## config.mk

```make
export PLATFORM = sky130hd
export DESIGN_NAME = fetch_issue
export DESIGN_NICKNAME = d
export VERILOG_FILES = /design/src/rtl/fetch_issue_pkg.sv /design/src/rtl/fetch_issue_next_pc_select.sv /design/src/rtl/fetch_issue.sv
export SDC_FILE = /design/constraint.sdc
export NUM_CORES = 1
export LEC_CHECK = 0
export BUFFER_PORTS_ARGS = -buffer_cell sky130_fd_sc_hd__buf_2
export CAP_MARGIN = 10
export CORE_MARGIN = 1
export CORE_UTILIZATION = 40
export CTS_CLUSTER_SIZE = 30
export DETAILED_ROUTE_END_ITERATION = 12
export PLACE_DENSITY = 0.73
export SYNTH_ARGS = -nofsm -noshare
export SYNTH_HDL_FRONTEND = slang
export SYNTH_SLANG_ARGS = --single-unit
```

## constraint.sdc

```tcl
create_clock -name clk -period 2.5 [get_ports clk]
set_clock_uncertainty 0.15 [all_clocks]
set_input_delay 0.25 -clock clk [delete_from_list [all_inputs] [get_ports clk]]
set_output_delay 0.25 -clock clk [all_outputs]
set_load 0.05 [all_outputs]
```

## src/rtl/fetch_issue_pkg.sv

```systemverilog
// fetch_issue_pkg
// Shared definitions for the fetch/issue unit and the decoder it feeds:
//   - LEN_WORD / LEN_INST : default address width and instruction width
//   - FETCH / ISSUE / WAIT : fetch_issue state encodings
//   - WAIT_REG / WAIT_EXEC : decoder's next_pc_wait_type encodings
//   - pc_sel_t             : source selector for the next_pc_select mux
//   - cnt_width()          : width of the fetch latency counter
package fetch_issue_pkg;

    localparam int LEN_WORD = 32;
    localparam int LEN_INST = 32;

    localparam logic [1:0] FETCH = 2'd0;
    localparam logic [1:0] ISSUE = 2'd1;
    localparam logic [1:0] WAIT  = 2'd2;

    localparam logic WAIT_REG  = 1'b0;
    localparam logic WAIT_EXEC = 1'b1;

    typedef enum logic [1:0] {
        SEL_NORMAL = 2'd0,
        SEL_EXEC   = 2'd1,
        SEL_REG    = 2'd2
    } pc_sel_t;

    // The counter must hold 0..latency, so clog2(latency+1) bits, never fewer than one.
    function automatic int cnt_width(input int latency);
        int w;
        w = $clog2(latency + 1);
        return (w < 1) ? 1 : w;
    endfunction

endpackage

```

## src/rtl/fetch_issue_next_pc_select.sv

```systemverilog
// fetch_issue_next_pc_select
// Combinational choice of the next program counter.
//   mode            : SEL_NORMAL (decoder's next_pc), SEL_EXEC (branch outcome),
//                     SEL_REG (register-computed JALR target)
//   next_pc         : live decoder next_pc, used in SEL_NORMAL
//   held_next_pc    : latched fall-through address, used in SEL_EXEC when not taken
//   held_branched   : latched taken-branch target, used in SEL_EXEC when taken
//   resolve_taken   : branch outcome from execute
//   resolve_target  : register target from execute, used in SEL_REG
//   new_pc          : selected address with bits [1:0] cleared
module fetch_issue_next_pc_select #(
    parameter int LEN_WORD = 32
) (
    input  logic [1:0]          mode,
    input  logic [LEN_WORD-1:0] next_pc,
    input  logic [LEN_WORD-1:0] held_next_pc,
    input  logic [LEN_WORD-1:0] held_branched,
    input  logic                resolve_taken,
    input  logic [LEN_WORD-1:0] resolve_target,
    output logic [LEN_WORD-1:0] new_pc
);
    import fetch_issue_pkg::*;

    logic [LEN_WORD-1:0] raw_pc;

    always_comb begin
        raw_pc = next_pc;
        case (pc_sel_t'(mode))
            SEL_NORMAL: raw_pc = next_pc;
            SEL_EXEC:   raw_pc = resolve_taken ? held_branched : held_next_pc;
            SEL_REG:    raw_pc = resolve_target;
            default:    raw_pc = next_pc;
        endcase
        // Instructions are word aligned; whatever the source, drop the byte offset.
        new_pc = raw_pc & ~LEN_WORD'(3);
    end

endmodule

```

## src/rtl/fetch_issue.sv

```systemverilog
// fetch_issue
// Instruction fetch/issue unit: holds the PC, reads instruction memory with a
// fixed latency, hands one instruction at a time to the decoder and follows the
// decoder's (or the execute stage's) choice of the next PC.
//   clk, rstn          : clock, asynchronous active-low reset
//   imem_addr          : instruction memory byte address (always equal to pc)
//   imem_rdata         : instruction word, valid IMEM_LATENCY cycles after imem_addr
//   order / done       : instruction valid to decoder / decoder accepts it
//   instr / pc         : instruction and its address, stable while order is high
//   next_pc_normal     : decoder's next_pc is final
//   next_pc_wait_type  : WAIT_REG (JALR target) or WAIT_EXEC (branch outcome)
//   next_pc            : fall-through or direct target
//   next_pc_branched   : taken-branch target
//   resolve_valid      : execute stage resolves the pending transfer
//   resolve_taken      : branch outcome (WAIT_EXEC)
//   resolve_target     : computed target (WAIT_REG)
//   waiting            : unit is stalled waiting for resolution
//   issue_count        : number of instructions accepted by the decoder
module fetch_issue #(
    parameter int                  LEN_WORD     = fetch_issue_pkg::LEN_WORD,
    parameter int                  IMEM_LATENCY = 2,
    parameter logic [LEN_WORD-1:0] RESET_PC     = '0
) (
    input  logic                                 clk,
    input  logic                                 rstn,
    output logic [LEN_WORD-1:0]                  imem_addr,
    input  logic [fetch_issue_pkg::LEN_INST-1:0] imem_rdata,
    output logic                                 order,
    input  logic                                 done,
    output logic [fetch_issue_pkg::LEN_INST-1:0] instr,
    output logic [LEN_WORD-1:0]                  pc,
    input  logic                                 next_pc_normal,
    input  logic                                 next_pc_wait_type,
    input  logic [LEN_WORD-1:0]                  next_pc,
    input  logic [LEN_WORD-1:0]                  next_pc_branched,
    input  logic                                 resolve_valid,
    input  logic                                 resolve_taken,
    input  logic [LEN_WORD-1:0]                  resolve_target,
    output logic                                 waiting,
    output logic [31:0]                          issue_count
);
    import fetch_issue_pkg::*;

    localparam int               CNT_W    = cnt_width(IMEM_LATENCY);
    localparam logic [CNT_W-1:0] CNT_LAST = CNT_W'(IMEM_LATENCY);

    logic [1:0]          state;
    logic [CNT_W-1:0]    cnt;
    logic                wait_type_q;
    logic [LEN_WORD-1:0] held_next_pc;
    logic [LEN_WORD-1:0] held_branched;
    logic [1:0]          sel_mode;
    logic [LEN_WORD-1:0] new_pc;
    logic                accept;
    logic                resolve_now;

    assign order     = (state == ISSUE);
    assign waiting   = (state == WAIT);
    assign imem_addr = pc;

    // order is only ever high in ISSUE, so this also ignores done while order=0.
    assign accept      = (state == ISSUE) && done;
    assign resolve_now = (state == WAIT) && resolve_valid;

    always_comb begin
        sel_mode = SEL_NORMAL;
        if (state == WAIT) begin
            sel_mode = (wait_type_q == WAIT_EXEC) ? SEL_EXEC : SEL_REG;
        end
    end

    fetch_issue_next_pc_select #(
        .LEN_WORD(LEN_WORD)
    ) u_next_pc_select (
        .mode           (sel_mode),
        .next_pc        (next_pc),
        .held_next_pc   (held_next_pc),
        .held_branched  (held_branched),
        .resolve_taken  (resolve_taken),
        .resolve_target (resolve_target),
        .new_pc         (new_pc)
    );

    // State, latency counter and instruction register. The counter counts FETCH
    // cycles; the read data is captured at the end of the (IMEM_LATENCY+1)-th one.
    always_ff @(posedge clk or negedge rstn) begin
        if (!rstn) begin
            state <= FETCH;
            cnt   <= '0;
            instr <= '0;
        end else begin
            case (state)
                FETCH: begin
                    if (cnt == CNT_LAST) begin
                        cnt   <= '0;
                        instr <= imem_rdata;
                        state <= ISSUE;
                    end else begin
                        cnt <= cnt + CNT_W'(1);
                    end
                end
                ISSUE: begin
                    if (done) begin
                        state <= next_pc_normal ? FETCH : WAIT;
                    end
                end
                WAIT: begin
                    if (resolve_valid) begin
                        state <= FETCH;
                    end
                end
                default: begin
                    state <= FETCH;
                    cnt   <= '0;
                end
            endcase
        end
    end

    // Program counter: moves only when the next address is known.
    always_ff @(posedge clk or negedge rstn) begin
        if (!rstn) begin
            pc <= RESET_PC;
        end else if ((accept && next_pc_normal) || resolve_now) begin
            pc <= new_pc;
        end
    end

    // Decoder's candidates are held here because the decoder moves on after done.
    always_ff @(posedge clk or negedge rstn) begin
        if (!rstn) begin
            wait_type_q   <= WAIT_REG;
            held_next_pc  <= '0;
            held_branched <= '0;
        end else if (accept && !next_pc_normal) begin
            wait_type_q   <= next_pc_wait_type;
            held_next_pc  <= next_pc;
            held_branched <= next_pc_branched;
        end
    end

    always_ff @(posedge clk or negedge rstn) begin
        if (!rstn) begin
            issue_count <= '0;
        end else if (accept) begin
            issue_count <= issue_count + 32'd1;
        end
    end

endmodule

```

==> metrics <==
result of the run completed; total number of nets in the final design 1066; number of gates resized after CTS 0; I/O Pins 265; final HPWL from detailed placement 11700 um; iteration-0 DRC count of the detailed router 215; weighted congestion at the end of routability-driven global placement 0.745; post-CTS repair timing setup buffer count 0; category of the critical setup timing path register to primary output; number of global-route vias before repair 5575; H-tree Lvls 4; number of antenna diodes 0; buffer cell driving the clock tree root clkbuf_16; Reg2Reg Capture Point held_branched[13]$_DFFE_PN0P_; total power density per cell area 1320 mW/mm^2; area share of the largest cell type after synthesis 54.0%; Cell Int Power about 7300 uW; sequential cell area in the final layout 0.00398 mm^2; gate count of the mapped netlist just over 600; Rows slightly below 50; Leak Pwr 0.00482 uW; ratio of cells with drive above 1 in the final layout between 40% and 50%; maximum fanout along the worst path 14; hold path start done; starting density of the core around 40%; Remaining Overflow, GRT 0; routed len/inst ~15 um; flop and latch count out of synthesis roughly 160; Critical path origin state[0]$_DFFE_PN0P_; Hold Violations, Final 0; # fillers 1525; R2R Setup Slk 400 ps; post-synthesis instance area 0.00737 mm^2; post-synthesis async set-or-reset flop share between 90% and 100%; final routed wirelength across all metal layers between 15000 and 20000 um; first-pass GRT wire length 27800 um; main flop type after synthesis dfrtp_1; Setup violations, final 0; antenna violations before repair 1; data required time at the worst endpoint roughly 2100 ps; clock latency at the later pin of the worst-skew pair ~420 ps; fin crit share 84.8%; # Max-Cap Violations 0; RSZ-0062 raised after global routing no; data arrival time at the worst-slack endpoint 1720 ps; maximum number of pins on one net before global-route repair between 70 and 80; final routed DRC violation total 0; worst reg2reg startpoint state[1]$_DFFE_PN0P_; Sink Count 159; fraction of power consumed by combinational cells 47.2%; Worst Setup End Kind primary output; sequential fraction of design power between 30 and 40%; per-cell via count in the routed design approximately 5; maximum clock frequency roughly 470 MHz; Multi-input gate area 0.00295 mm^2; Worst Reg-to-Reg Cells 6; sequential-to-total area share from yosys stat between 50% and 60%; Die ar. 0.0190 mm^2; area leader, netlist dfrtp_1; aggregate global-route resource usage 19.1%; TritonRoute pass-1 iters 4; clock slew at the register clock pins of the worst setup and hold paths about 70 ps; number of distinct library cells after synthesis 31; synthesized area per cell between 10 and 15 um^2; type of the most critical hold path primary input to register; final-layout setup total negative slack 0 ps; vertical die dimension ~140 um; cell with the most instances after synthesis dfrtp_1; number of slew-limit violations in the final report 0; capture endpoint of the worst hold path issue_count[2]$_DFFE_PN0P_; Net Sw Power 6210 uW; leading post-synthesis cells by instance count dfrtp_1 (159), mux2_2 (95), nor2_1 (64); Post-CTS Hold Fix Bufs 94; worst hold stages 3; clock tree from TritonCTS yes; Peak supply drop roughly 1.1 mV; post-layout power 13500 uW; Net Sw Frac between 40% and 50%; Die X-Extent 138 um; final critical delay including setup and external delays 2120 ps; clk buf depth 2; clock share of power 20.4%; Num CTS Buffers 17; remaining antenna violation count 0; area added between synthesis and finish 39.0%; core footprint 0.0180 mm^2; number of warnings printed during yosys synthesis 0; Area contributors post-synth dfrtp_1 (54%), mux2_2 (15%), mux2i_1 (8.2%); count of flip-flops with a built-in enable after synthesis 0; Buffers on Ports 254; total vias in the final route 5690; startpoint type of the worst setup path register
==> registers in the layout (all words and copies together) (netlist names) <==
register / cells
instr: 32
issue_count: 32
held_branched: 30
held_next_pc: 30
imem_addr: 30
cnt: 2
state: 2
wait_type_q: 1
==> how the worst max path moves through the flow <==
stage / slack [ps] / end
final: 380 / waiting
after global routing: 280 / held_next_pc[11]$_DFFE_PN0P_
after CTS: 350 / waiting
after detailed placement: 410 / held_branched[13]$_DFFE_PN0P_
after global placement: 460 / wait_type_q$_DFFE_PN0P_
after floorplan: 170 / held_branched[10]$_DFFE_PN0P_
==> per-stage QoR <==
step                instance area (um^2)  utilization [%]  hold WS, ps  setup slack (ps)  std cells
finish                             10200             56.8          111               380       1169
global route                       10200             56.8          120               277       1169
global placement                    8670             48.1         64.4               465       1043
floorplan                           7380                -         -196               174        614
CTS                                10200             56.8         96.3               349       1169
detailed placement                  8670             48.1         65.8               406       1043
==> area by class of cell <==
class / count / area share, %
multi-input cells: 382 / 28.8
repair buffers: 363 / 23.2
flip-flops and latches: 159 / 38.9
inverters: 4 / 0.147
clock buffers: 17 / 4.15
well taps: 229 / 2.80
clock inverters: 15 / 1.95
==> critical path, cell delays in order (launching register included) <==
cell     delay, ps
dfrtp_1        390
inv_1           90
ha_2           210
buf_4          290
buf_2          330
==> power groups by stage <==
| stage | clock network (uW) | logic, uW | registers [uW] |
|---|---|---|---|
| detailed placement | 0 | 6270 | 4410 |
| global route | 2940 | 6800 | 4550 |
| CTS | 2830 | 6400 | 4360 |
| global placement | 0 | 6180 | 4350 |
| finish | 2760 | 6380 | 4370 |
| floorplan | 0 | 3360 | 6130 |
==> cell usage in the layout (no fill, tap or decap), types with 2 or more instances in the layout <==
| cell type | count |
|---|---|
| ha_1 | 3 |
| nand3b_1 | 2 |
| and2_1 | 2 |
| mux2_2 | 95 |
| nor2_1 | 64 |
| inv_6 | 4 |
| buf_12 | 4 |
| clkinv_4 | 2 |
| nor3_1 | 2 |
| nand4_1 | 11 |
| nand3_1 | 13 |
| and3_1 | 6 |
| dfrtp_1 | 158 |
| inv_8 | 4 |
| buf_2 | 253 |
| o21ai_0 | 2 |
| a21oi_1 | 61 |
| mux2i_1 | 60 |
| conb_1 | 4 |
| inv_1 | 4 |
| xor2_1 | 5 |
| bufinv_16 | 3 |
| nand2_1 | 12 |
| xnor2_1 | 26 |
| clkbuf_16 | 17 |
| and4_1 | 4 |
| dlygate4sd3_1 | 94 |
| buf_4 | 11 |
==> per-layer routing <==
metal | wire length (um) | global-route usage (%)
met5 | 8 | 0
met4 | 265 | 6.34
met3 | 994 | 5.15
met2 | 8800 | 32.4
met1 | 7860 | 23.4
==> cells by family after synthesis <==
logic type | synth area share, %
buffers and inverters | 6.18
XOR/XNOR | 3.69
AND/OR/NAND/NOR | 8.20
AO/OA/AOI/OAI | 4.52
other | 0.0509
adder cells (fa/ha/maj) | 0.679
flip-flops | 54.0
multiplexers | 22.7
Note: power is estimated with default switching activity, not from simulation.
